<file path="src/rtl/alu_pkg.sv">
// alu_pkg: opcode/function constants, MDU state encoding and flag bit indices
package alu_pkg;
    localparam logic [5:0] OP_RTYPE = 6'h00;
    localparam logic [5:0] OP_JAL   = 6'h03;
    localparam logic [5:0] OP_CALL  = 6'h04;
    localparam logic [5:0] OP_ADDI  = 6'h08;
    localparam logic [5:0] OP_SUBI  = 6'h0A;
    localparam logic [5:0] OP_ANDI  = 6'h0C;
    localparam logic [5:0] OP_ORI   = 6'h0D;
    localparam logic [5:0] OP_BEQZ  = 6'h10;
    localparam logic [5:0] OP_BNEZ  = 6'h11;
    localparam logic [5:0] OP_BRFL  = 6'h12;
    localparam logic [5:0] OP_JALR  = 6'h13;
    localparam logic [5:0] OP_LW    = 6'h23;
    localparam logic [5:0] OP_SW    = 6'h2B;
    localparam logic [5:0] FN_MULT  = 6'h18;
    localparam logic [5:0] FN_DIV   = 6'h1A;
    localparam logic [5:0] FN_ADD   = 6'h20;
    localparam logic [5:0] FN_SUB   = 6'h22;
    localparam logic [5:0] FN_AND   = 6'h24;
    localparam logic [5:0] FN_OR    = 6'h25;
    localparam logic [5:0] FN_NOT   = 6'h27;
    localparam logic [5:0] FN_CMP   = 6'h2A;
    typedef enum logic [1:0] {S_IDLE, S_MUL, S_DIV, S_DONE} mdu_state_t;
    localparam int F_OVF   = 3;
    localparam int F_ABOVE = 2;
    localparam int F_EQUAL = 1;
    localparam int F_ERROR = 0;
endpackage

</file>
<file path="src/rtl/mdu_iter.sv">
// mdu_iter: iterative unsigned shift-add multiplier / restoring divider, one bit per cycle
module mdu_iter import alu_pkg::*; #(
    parameter int DATA_WIDTH = 32
) (
    input  logic                  clk,
    input  logic                  rst_n,
    input  logic                  start,
    input  logic                  is_div,
    input  logic [DATA_WIDTH-1:0] a,
    input  logic [DATA_WIDTH-1:0] b,
    output logic                  busy,
    output logic                  done,
    output logic [DATA_WIDTH-1:0] lo,
    output logic [DATA_WIDTH-1:0] hi,
    output logic                  ovf,
    output logic                  dz
);
    localparam int CW = $clog2(DATA_WIDTH);
    mdu_state_t state;
    logic [CW-1:0] cnt;
    logic [DATA_WIDTH-1:0] opd, whi, wlo, nhi, nlo;
    logic [DATA_WIDTH:0] sum, rsh;
    logic div_r, ge;
    // Working registers are separate so HI/LO only change on completion
    always_comb begin
        sum = {1'b0, whi} + (wlo[0] ? {1'b0, opd} : '0);
        rsh = {whi, wlo[DATA_WIDTH-1]};
        ge  = rsh >= {1'b0, opd};
        nhi = (state == S_DIV) ? (ge ? rsh[DATA_WIDTH-1:0] - opd : rsh[DATA_WIDTH-1:0]) : sum[DATA_WIDTH:1];
        nlo = (state == S_DIV) ? {wlo[DATA_WIDTH-2:0], ge} : {sum[0], wlo[DATA_WIDTH-1:1]};
    end
    assign ovf = !div_r && (hi != '0);
    assign dz  = div_r && (opd == '0);
    always_ff @(posedge clk) begin
        if (!rst_n) begin
            state <= S_IDLE;
            cnt   <= '0;
            opd   <= '0;
            whi   <= '0;
            wlo   <= '0;
            hi    <= '0;
            lo    <= '0;
            div_r <= 1'b0;
            busy  <= 1'b0;
            done  <= 1'b0;
        end else begin
            case (state)
                S_IDLE: if (start) begin
                    div_r <= is_div;
                    opd   <= is_div ? b : a;
                    wlo   <= is_div ? a : b;
                    whi   <= '0;
                    cnt   <= CW'(DATA_WIDTH - 1);
                    if (is_div && b == '0) begin
                        lo    <= '1;
                        hi    <= a;
                        state <= S_DONE;
                        done  <= 1'b1;
                    end else begin
                        state <= is_div ? S_DIV : S_MUL;
                        busy  <= 1'b1;
                    end
                end
                S_MUL, S_DIV: begin
                    whi <= nhi;
                    wlo <= nlo;
                    if (cnt == '0) begin
                        hi    <= nhi;
                        lo    <= nlo;
                        state <= S_DONE;
                        busy  <= 1'b0;
                        done  <= 1'b1;
                    end else
                        cnt <= cnt - 1'b1;
                end
                S_DONE: begin
                    state <= S_IDLE;
                    done  <= 1'b0;
                end
            endcase
        end
    end
endmodule

</file>
<file path="src/rtl/alu_mdu.sv">
// alu_mdu: execute-stage ALU with flag register, branch evaluation and iterative MDU
module alu_mdu import alu_pkg::*; #(
    parameter int DATA_WIDTH     = 32,
    parameter int OPCODE_WIDTH   = 6,
    parameter int FUNCTION_WIDTH = 6,
    parameter int PC_WIDTH       = 32,
    parameter int FLAGS_WIDTH    = 4
) (
    input  logic                      clk,
    input  logic                      rst_n,
    input  logic                      en,
    input  logic [DATA_WIDTH-1:0]     alu_data_a_in,
    input  logic [DATA_WIDTH-1:0]     alu_data_b_in,
    input  logic [OPCODE_WIDTH-1:0]   alu_opcode_in,
    input  logic [FUNCTION_WIDTH-1:0] alu_function_in,
    input  logic [PC_WIDTH-1:0]       pc_in,
    output logic                      alu_branch_result_out,
    output logic [DATA_WIDTH-1:0]     alu_data_out,
    output logic [DATA_WIDTH-1:0]     hi_data_out,
    output logic                      alu_busy_out,
    output logic                      alu_done_out,
    output logic [FLAGS_WIDTH-1:0]    flags_out
);
    localparam int M = DATA_WIDTH - 1;
    logic [DATA_WIDTH-1:0] a, b, sum, dif, res, lo, link;
    logic [FLAGS_WIDTH-1:0] fl, mdu_fl;
    logic rtype, is_mul, is_div, idle, start, mdu_ovf, mdu_dz;
    assign a      = alu_data_a_in;
    assign b      = alu_data_b_in;
    assign sum    = a + b;
    assign dif    = a - b;
    assign link   = DATA_WIDTH'(pc_in);
    assign rtype  = alu_opcode_in == OP_RTYPE;
    assign is_mul = rtype && alu_function_in == FN_MULT;
    assign is_div = rtype && alu_function_in == FN_DIV;
    assign idle   = !alu_busy_out && !alu_done_out;
    assign start  = en && idle && (is_mul || is_div);
    always_comb begin
        res = '0;
        fl  = '0;
        if (rtype)
            case (alu_function_in)
                FN_ADD: begin
                    res = sum;
                    fl[F_OVF] = (a[M] == b[M]) && (sum[M] != a[M]);
                end
                FN_SUB: begin
                    res = dif;
                    fl[F_OVF] = (a[M] != b[M]) && (dif[M] != a[M]);
                end
                FN_CMP: begin
                    res = dif;
                    fl[F_EQUAL] = a == b;
                    fl[F_ABOVE] = $signed(a) > $signed(b);
                end
                FN_AND:  res = a & b;
                FN_OR:   res = a | b;
                FN_NOT:  res = ~b;
                FN_MULT, FN_DIV: res = '0;
                default: fl[F_ERROR] = 1'b1;
            endcase
        else
            case (alu_opcode_in)
                OP_ADDI, OP_LW, OP_SW:     res = sum;
                OP_SUBI:                   res = dif;
                OP_ANDI:                   res = a & b;
                OP_ORI:                    res = a | b;
                OP_JAL, OP_CALL, OP_JALR:  res = link;
                default:                   res = '0;
            endcase
    end
    always_comb begin
        mdu_fl = '0;
        mdu_fl[F_OVF]   = mdu_ovf;
        mdu_fl[F_ERROR] = mdu_dz;
    end
    always_ff @(posedge clk) begin
        if (!rst_n)
            flags_out <= '0;
        else if (alu_done_out)
            flags_out <= mdu_fl;
        else if (en && idle && !is_mul && !is_div)
            flags_out <= fl;
    end
    assign alu_branch_result_out = (alu_opcode_in == OP_BEQZ) ? (a == '0) :
                                   (alu_opcode_in == OP_BNEZ) ? (a != '0) :
                                   (alu_opcode_in == OP_BRFL) ? (flags_out == b[FLAGS_WIDTH-1:0]) : 1'b0;
    assign alu_data_out = alu_done_out ? lo : res;
    mdu_iter #(.DATA_WIDTH(DATA_WIDTH)) u_mdu (
        .clk    (clk),
        .rst_n  (rst_n),
        .start  (start),
        .is_div (is_div),
        .a      (a),
        .b      (b),
        .busy   (alu_busy_out),
        .done   (alu_done_out),
        .lo     (lo),
        .hi     (hi_data_out),
        .ovf    (mdu_ovf),
        .dz     (mdu_dz)
    );
endmodule

</file>
<file path="config.mk">
export PLATFORM = sky130hd
export DESIGN_NAME = alu_mdu
export DESIGN_NICKNAME = d
export VERILOG_FILES = /design/src/rtl/alu_pkg.sv /design/src/rtl/mdu_iter.sv /design/src/rtl/alu_mdu.sv
export SDC_FILE = /design/constraint.sdc
export NUM_CORES = 1
export LEC_CHECK = 0
export ABC_AREA = 1
export BUFFER_PORTS_ARGS = -buffer_cell sky130_fd_sc_hd__buf_2
export CORE_MARGIN = 2
export CORE_UTILIZATION = 45
export CTS_CLUSTER_SIZE = 28
export DETAILED_ROUTE_END_ITERATION = 10
export PLACE_DENSITY = 0.67
export SYNTH_ARGS = -nofsm -noshare
export SYNTH_HDL_FRONTEND = slang
export SYNTH_SLANG_ARGS = --single-unit
export TNS_END_PERCENT = 5
</file>
<file path="constraint.sdc">
create_clock -name clk -period 2.8 [get_ports clk]
set_clock_uncertainty 0.1 [all_clocks]
set_input_delay 0.28 -clock clk [delete_from_list [all_inputs] [get_ports clk]]
set_output_delay 0.28 -clock clk [all_outputs]
set_load 0.05 [all_outputs]
</file>
==> metrics, run 1 <==
outcome finished, violations left; violated checks negative setup slack; met3 GRT Util 9.01%; largest fanout of any net on the critical path 6; count of final max-slew check failures 0; final period utilization 103%; element type at the critical path end primary output; routing usage on met2 65.4%; die width 222 um; TritonCTS clock tree done; cell type contributing the most total cell area after synthesis sky130_fd_sc_hd__nand2_1; DPL Wire Length 85900 um; Primary FF master, synth sky130_fd_sc_hd__dfxtp_1; final period demand of the worst path 2.87 ns; Buf+Inv Stages, Crit Path 5; Layout Cells excl Fill 5089; Max Buffers Root-to-Sink 2; boundary pin count 182; total power divided by cell area 842 mW/mm^2; initial antenna violation count 3; Inserted Clock Buffers 17; Total GRT Usage 42.0%; maximum clock rate 348 MHz; number of global-route vias before repair 26500; R2R Setup Slk 0.08 ns; maximum number of pins on one net before global-route repair 101; clock-pin slew on the worst setup and hold paths 0.08 ns; leak pwr 15.1 nW; worst voltage drop across the vdd grid 1.19 mV; worst-margin pin slew 0.743 ns; register bit total from synthesis 174; fraction of the yosys area taken by sequential cells 16.3%; clock sink count 174; number of different library cells in the post-synthesis netlist 47; CTS Root Cell sky130_fd_sc_hd__clkbuf_16; met1 global-route usage 55.9%; path depth of the worst reg2reg path 17; Synth Instances 3859; logic depth of the worst path, buffers included 18; Worst path most repeated cell sky130_fd_sc_hd__nand2_1; leftover overflow at the end of global routing 0; Floorplan Core Area 0.0468 sq mm; clock latency on the worst-skew pair 0.51 ns; number of H-tree levels 4; most common cell in the netlist sky130_fd_sc_hd__nand2_1; critical path class in -> out; Cell Chain, Critical Path buf_2, inv_2, ha_4, buf_4, nand2_1, nand2_1, inv_1, nand2_1, a21oi_1, nand2_2, nand2_2, nand2_1, nand2_1, nand3_1, nand3_1, nor2_1, a21oi_2, buf_8; final worst-path setup slack -0.0707 ns; vias per cell 5.64; layout overhead on the synthesized area 38.2%; initial detailed-routing violation count 3245; Placed Cells 5029; data required time of the worst path 2.42 ns; cell family with the largest share of critical-path delay simple AND/OR/NAND/NOR gates; worst slack at placement -0.527 ns; Placed Area 0.0269 sq mm; post-route cell area 0.0296 sq mm; Yosys top cell area share 18.0%; floorplan row count 79; WL final 108000 um; unrepaired setup endpoints after global routing true; Most Crowded Layer GR met2; number of synthesis warnings 0; proportion of layout cells with a drive suffix above 1 27.1%; post-synthesis async set-or-reset flop share 0%; quantity of I/O buffers inserted on ports 181; DR WL/cell 21.2 um; cell types with the largest area share after synthesis sky130_fd_sc_hd__nand2_1 18%, sky130_fd_sc_hd__dfxtp_1 16%, sky130_fd_sc_hd__ha_1 10%, sky130_fd_sc_hd__inv_1 9.8%, sky130_fd_sc_hd__nand3_1 9.2%; slowest CP cell sky130_fd_sc_hd__a21oi_2; Post-Syn Area 0.0214 sq mm; global-route wire length before repair 158000 um; Worst Hold Class in -> reg; final setup vio count 8; total number of nets in the final design 4758; kind of start point of the critical path input port; detailed-route DRC error count 0; count of flip-flops with a built-in enable after synthesis 0; Via Count 28700; number of hold-repair buffers added at the cts stage 0; CP peak stage delay 0.32 ns; router iterations before antenna repair 8; Syn Area/Cell 5.55 sq um; data arrival time at the worst-slack endpoint 2.49 ns; number of hold-slack violations in the final timing report 0; hold path depth 3; relative slew slack 50.5%; Synth Net Count 4149; initial cell density of the core 45.8%; total die area 0.0494 sq mm; final estimated routing congestion in global placement 1.04; number of routed nets with antenna violations 0; max-capacitance violation count 0; Synth top cells by count 1030 x sky130_fd_sc_hd__nand2_1, 562 x sky130_fd_sc_hd__inv_1, 394 x sky130_fd_sc_hd__nand3_1; overall die height 222 um
==> final cells by class <==
type | instances | area (sq um)
multi-input combinational | 2945 | 16800
inverter | 574 | 2160
fill | 4652 | 17100
timing repair buffer | 756 | 5740
clock buffer | 17 | 425
sequential | 174 | 3490
antenna | 1 | 2.50
clock inverter | 15 | 196
tap | 607 | 759
==> cell families (layout without fill, tap and decap cells) <==
logic type                 after synthesis  count (layout)  synth area share (%)
and+or+nand+nor                       1964            1964                  38.4
AOI/OAI and AO/OA                      753             753                  19.3
buffers and inverters                  740            1362                  13.4
adders and majority gates              179             179                  10.6
DFF                                    174             174                  16.3
xor gates and xnor gates                49              49                  2.00
other                                    0               1                     0
==> where the power goes <==
part	leakage, nW	switching (mW)	internal (mW)
logic	13.4	12.2	6.46
registers	1.41	0.554	3.05
clock network	0.297	1.37	1.36
total	15.1	14.1	10.9
==> final timing paths <==
check | to | from
setup / recovery | alu_data_out[31] | alu_data_b_in[10]
hold / removal | u_mdu.cnt[4] | rst_n
setup reg to reg | u_mdu.whi[27] | u_mdu.wlo[0]
hold reg to reg | u_mdu.cnt[0] | u_mdu.cnt[0]
==> sequential cells by signal (all words and copies together) (netlist names) <==
name	flops
u_mdu.wlo	32
u_mdu.whi	32
u_mdu.state	2
u_mdu.done	1
u_mdu.opd	32
u_mdu.div_r	1
u_mdu.hi	32
flags_out	4
u_mdu.cnt	5
u_mdu.lo	32
u_mdu.busy	1
==> worst register-to-register path: cells and delay by family, from the launching register on <==
family	cells	cell delay, ns
AND/OR/NAND/NOR	10	1.14
buffers and inverters	5	0.54
adder cells (fa/ha/maj)	1	0.38
flip-flops	1	0.34
AO/OA/AOI/OAI	1	0.16
==> repair_timing <==
action                                  CTS  global route
endpoints found under the setup margin   32            96
buffers inserted                          1            27
gates resized for setup                 195           360
pin swaps                                11           104
==> cell usage in the layout, fill, tap and decap left out, types with 8 or more instances in the layout <==
cell and instances:
sky130_fd_sc_hd__nand2_1 932, sky130_fd_sc_hd__buf_4 560, sky130_fd_sc_hd__inv_1 508, sky130_fd_sc_hd__nand3_1 354, sky130_fd_sc_hd__nor2_1 329, sky130_fd_sc_hd__a21oi_1 293
sky130_fd_sc_hd__o21ai_0 208, sky130_fd_sc_hd__dfxtp_1 169, sky130_fd_sc_hd__buf_2 145, sky130_fd_sc_hd__ha_1 115, sky130_fd_sc_hd__nand2_2 91, sky130_fd_sc_hd__inv_2 60
sky130_fd_sc_hd__a21oi_2 49, sky130_fd_sc_hd__nand4_1 48, sky130_fd_sc_hd__o21ai_1 45, sky130_fd_sc_hd__ha_4 39, sky130_fd_sc_hd__nor2_2 37, sky130_fd_sc_hd__nand3_2 33
sky130_fd_sc_hd__a211oi_1 33, sky130_fd_sc_hd__o22ai_1 31, sky130_fd_sc_hd__xor2_1 29, sky130_fd_sc_hd__a221oi_1 28, sky130_fd_sc_hd__buf_12 28, sky130_fd_sc_hd__nor4_1 27
sky130_fd_sc_hd__nor3_1 25, sky130_fd_sc_hd__nor2_4 22, sky130_fd_sc_hd__ha_2 21, sky130_fd_sc_hd__clkbuf_16 17, sky130_fd_sc_hd__buf_6 15, sky130_fd_sc_hd__o21bai_1 14
sky130_fd_sc_hd__nor3_2 13, sky130_fd_sc_hd__xnor2_1 13, sky130_fd_sc_hd__nand2_4 11, sky130_fd_sc_hd__nand3b_1 11, sky130_fd_sc_hd__o211ai_1 11, sky130_fd_sc_hd__a31oi_1 9
sky130_fd_sc_hd__o21ai_2 8, sky130_fd_sc_hd__nand3_4 8
==> through the flow <==
step	hold WS [ns]	total power [mW]	setup TNS, ns	utilization, %
2_1_floorplan	0.331	14.6	-2.46	-
4_1_cts	0.0753	23.9	-0.215	60.5
3_3_place_gp	0.349	20.9	-7.38	57.4
5_1_grt	0.119	26.6	-2.38	63.4
6_report	0.0972	25.0	-0.287	63.4
3_5_place_dp	0.351	20.9	-7.67	57.4
==> layer usage <==
metal | wire length (um) | vias to the layer above | part of all wire (%)
met5 | 0 | - | 0
met4 | 5210 | 0 | 4.8
met3 | 11300 | 276 | 10
met2 | 46400 | 1543 | 43
met1 | 44800 | 13100 | 42
li1 | - | 13800 | -
No activity file was read; power rests on OpenSTA's default activity.
==> run 2: changes to the inputs <==
--- a/config.mk
+++ b/config.mk
@@ -15,4 +15,3 @@
 export SYNTH_ARGS = -nofsm -noshare
 export SYNTH_HDL_FRONTEND = slang
 export SYNTH_SLANG_ARGS = --single-unit
-export TNS_END_PERCENT = 5
==> run 2 against run 1 <==
Effect of this change:
- the run still ends with negative setup slack left
- die area unchanged
- worst hold slack better by 0.019 ns
- combinational power down 2%
- first-iteration DRC count up 11%
- global-route usage down 0.79 points
- register-to-register slack better by 0.06 ns
- routed wire length down 2.5%
- sequential power about the same
- largest power group unchanged
==> metrics, run 2 (same netlist as run 1, synthesis figures left out) <==
total power divided by cell area 825 mW/mm^2 (was 842 mW/mm^2); clock-pin slew on the worst setup and hold paths 0.08 ns (about the same); quantity of I/O buffers inserted on ports 181 (unchanged); vias per cell 5.68 (was 5.64); overall power of the completed layout 24.4 mW (was 25.0 mW); count of final max-slew check failures 0 (unchanged); data arrival time at the worst-slack endpoint 2.52 ns (was 2.49 ns); number of hold-slack violations in the final timing report 0 (unchanged); final estimated routing congestion in global placement 1.06 (was 1.04); clock latency on the worst-skew pair 0.51 ns (about the same); global-route wire length before repair 156000 um (was 158000 um); area occupied by multi-input gates 0.0171 sq mm (was 0.0168 sq mm); leftover overflow at the end of global routing 0 (unchanged); Inserted Clock Buffers 17 (unchanged); kind of start point of the critical path input port (unchanged); router iterations before antenna repair 8 (unchanged); max-capacitance violation count 0 (unchanged); layout overhead on the synthesized area 38.2% (about the same); total die area 0.0494 sq mm (unchanged); critical path class in -> out (unchanged); floorplan row count 79 (unchanged); final worst-path setup slack -0.0976 ns (was -0.0707 ns); most common cell after layout, fill and taps aside sky130_fd_sc_hd__nand2_1 (unchanged); clock sink count 174 (unchanged); routing usage on met2 64.7% (was 65.4%); met1 global-route usage 53.2% (was 55.9%); unrepaired setup endpoints after global routing true (unchanged); die width 222 um (unchanged); data required time of the worst path 2.42 ns (about the same); commonest cells after routing, fill and taps aside 909 x sky130_fd_sc_hd__nand2_1, 524 x sky130_fd_sc_hd__buf_4, 496 x sky130_fd_sc_hd__inv_1, 358 x sky130_fd_sc_hd__nand3_1, 325 x sky130_fd_sc_hd__nor2_1 (was 932 x sky130_fd_sc_hd__nand2_1, 560 x sky130_fd_sc_hd__buf_4, 508 x sky130_fd_sc_hd__inv_1, 354 x sky130_fd_sc_hd__nand3_1, 329 x sky130_fd_sc_hd__nor2_1); element type at the critical path end primary output (unchanged); final setup vio count 7 (was 8); Via Count 28700 (about the same); outcome finished, violations left (unchanged); initial antenna violation count 1 (was 3); worst voltage drop across the vdd grid 1.01 mV (was 1.19 mV); DPL Wire Length 83500 um (was 85900 um); Floorplan Core Area 0.0468 sq mm (unchanged); final period demand of the worst path 2.90 ns (was 2.87 ns); leak pwr 14.9 nW (was 15.1 nW); final-layout fill cell count 4692 (was 4652); Placed Cells 5005 (was 5029); detailed-route DRC error count 0 (unchanged); met3 GRT Util 10.6% (was 9.01%); initial detailed-routing violation count 3588 (was 3245); Worst Hold Class in -> reg (unchanged); proportion of layout cells with a drive suffix above 1 27.8% (was 27.1%); Layout Cells excl Fill 5060 (was 5089); relative slew slack 49.2% (was 50.5%); number of global-route vias before repair 26700 (was 26500); final period utilization 103% (about the same); DR WL/cell 20.7 um (was 21.2 um); largest fanout of any net on the critical path 6 (unchanged); total number of nets in the final design 4730 (was 4758); maximum number of pins on one net before global-route repair 98 (was 101); maximum clock rate 345 MHz (was 348 MHz); initial cell density of the core 45.8% (unchanged); Total GRT Usage 41.2% (was 42.0%); CTS Root Cell sky130_fd_sc_hd__clkbuf_16 (unchanged); violated checks negative setup slack (unchanged); worst-margin pin slew 0.762 ns (was 0.743 ns); number of hold-repair buffers added at the cts stage 0 (unchanged); overall die height 222 um (unchanged); area used by sequential logic in the layout 0.00350 sq mm (was 0.00349 sq mm); WL final 105000 um (was 108000 um); boundary pin count 182 (unchanged); diode insertion count for antenna repair 0 (was 1); Max Buffers Root-to-Sink 2 (unchanged); TritonCTS clock tree done (unchanged); Most Crowded Layer GR met2 (unchanged); number of routed nets with antenna violations 0 (unchanged); number of H-tree levels 4 (unchanged)
==> run 2: cell types whose count changed in the layout (fill, tap and decap cells not counted), sizes merged <==
cell	delta
buf	-25
clkinv	-2
diode	-1
bufinv	-1
==> run 2: final timing paths <==
check / start / endpoint / slack (ns) / cells past startpoint
worst max-delay path: alu_data_b_in[21] / alu_data_out[30] / -0.1 / 17
worst min-delay path: alu_data_a_in[0] / u_mdu.hi[0] / 0.12 / 4
worst max register to register: u_mdu.wlo[0] / u_mdu.hi[24] / 0.14 / 18
worst min register to register: u_mdu.cnt[0] / u_mdu.cnt[0] / 0.37 / 1
==> run 2: layout make-up <==
class | instances | area share, %
Timing Repair Buffer | 728 | 18.6
Multi-Input combinational cell | 2945 | 57.7
Clock buffer | 20 | 1.54
Inverter | 574 | 7.34
Clock inverter | 12 | 0.482
Sequential cell | 174 | 11.8
Tap cell | 607 | 2.57
==> run 2: timing repair <==
action,4_1_cts,5_1_grt
gates resized for setup,258,355
pin swaps,49,106
buffers inserted,9,15
setup endpoints to repair,30,96
==> run 2: worst max-delay path, stage by stage <==
cell,delay [ns]
sky130_fd_sc_hd__buf_2,0.11
sky130_fd_sc_hd__inv_2,0.06
sky130_fd_sc_hd__ha_4,0.35
sky130_fd_sc_hd__buf_4,0.14
sky130_fd_sc_hd__inv_1,0.08
sky130_fd_sc_hd__a21oi_4,0.17
sky130_fd_sc_hd__inv_1,0.08
sky130_fd_sc_hd__a21oi_2,0.11
sky130_fd_sc_hd__nand2_1,0.11
sky130_fd_sc_hd__a21oi_2,0.20
sky130_fd_sc_hd__nand2_1,0.07
sky130_fd_sc_hd__nand2_1,0.08
sky130_fd_sc_hd__nand3_1,0.06
sky130_fd_sc_hd__nand3_1,0.07
sky130_fd_sc_hd__nand2_1,0.09
sky130_fd_sc_hd__a21oi_4,0.24
sky130_fd_sc_hd__buf_6,0.20
==> run 2: per-stage QoR <==
stage	hold slack (ns)	setup slack [ns]	setup TNS (ns)	area, sq um	utilization (%)
after global placement	0.349	-0.507	-7.29	26700	57.0
final	0.117	-0.0976	-0.352	29600	63.3
after detailed placement	0.363	-0.504	-7.54	26700	57.0
after global routing	0.127	-0.173	-2.19	29600	63.3
after floorplan	0.331	-0.0845	-0.0845	21500	-
after CTS	0.0956	-0.0326	-0.0326	28300	60.5
==> run 2: where the power goes <==
group	internal (mW)	switching (mW)
Sequential	3.05	0.564
Clock	1.31	1.31
Combinational	6.22	12.0
==> run 2: per-layer routing <==
| metal | part of all wire (%) | vias to the layer above |
|---|---|---|
| met5 | 0 | - |
| met4 | 5.3 | 0 |
| met3 | 11 | 307 |
| li1 | - | 13800 |
| met1 | 41 | 13100 |
| met2 | 43 | 1562 |
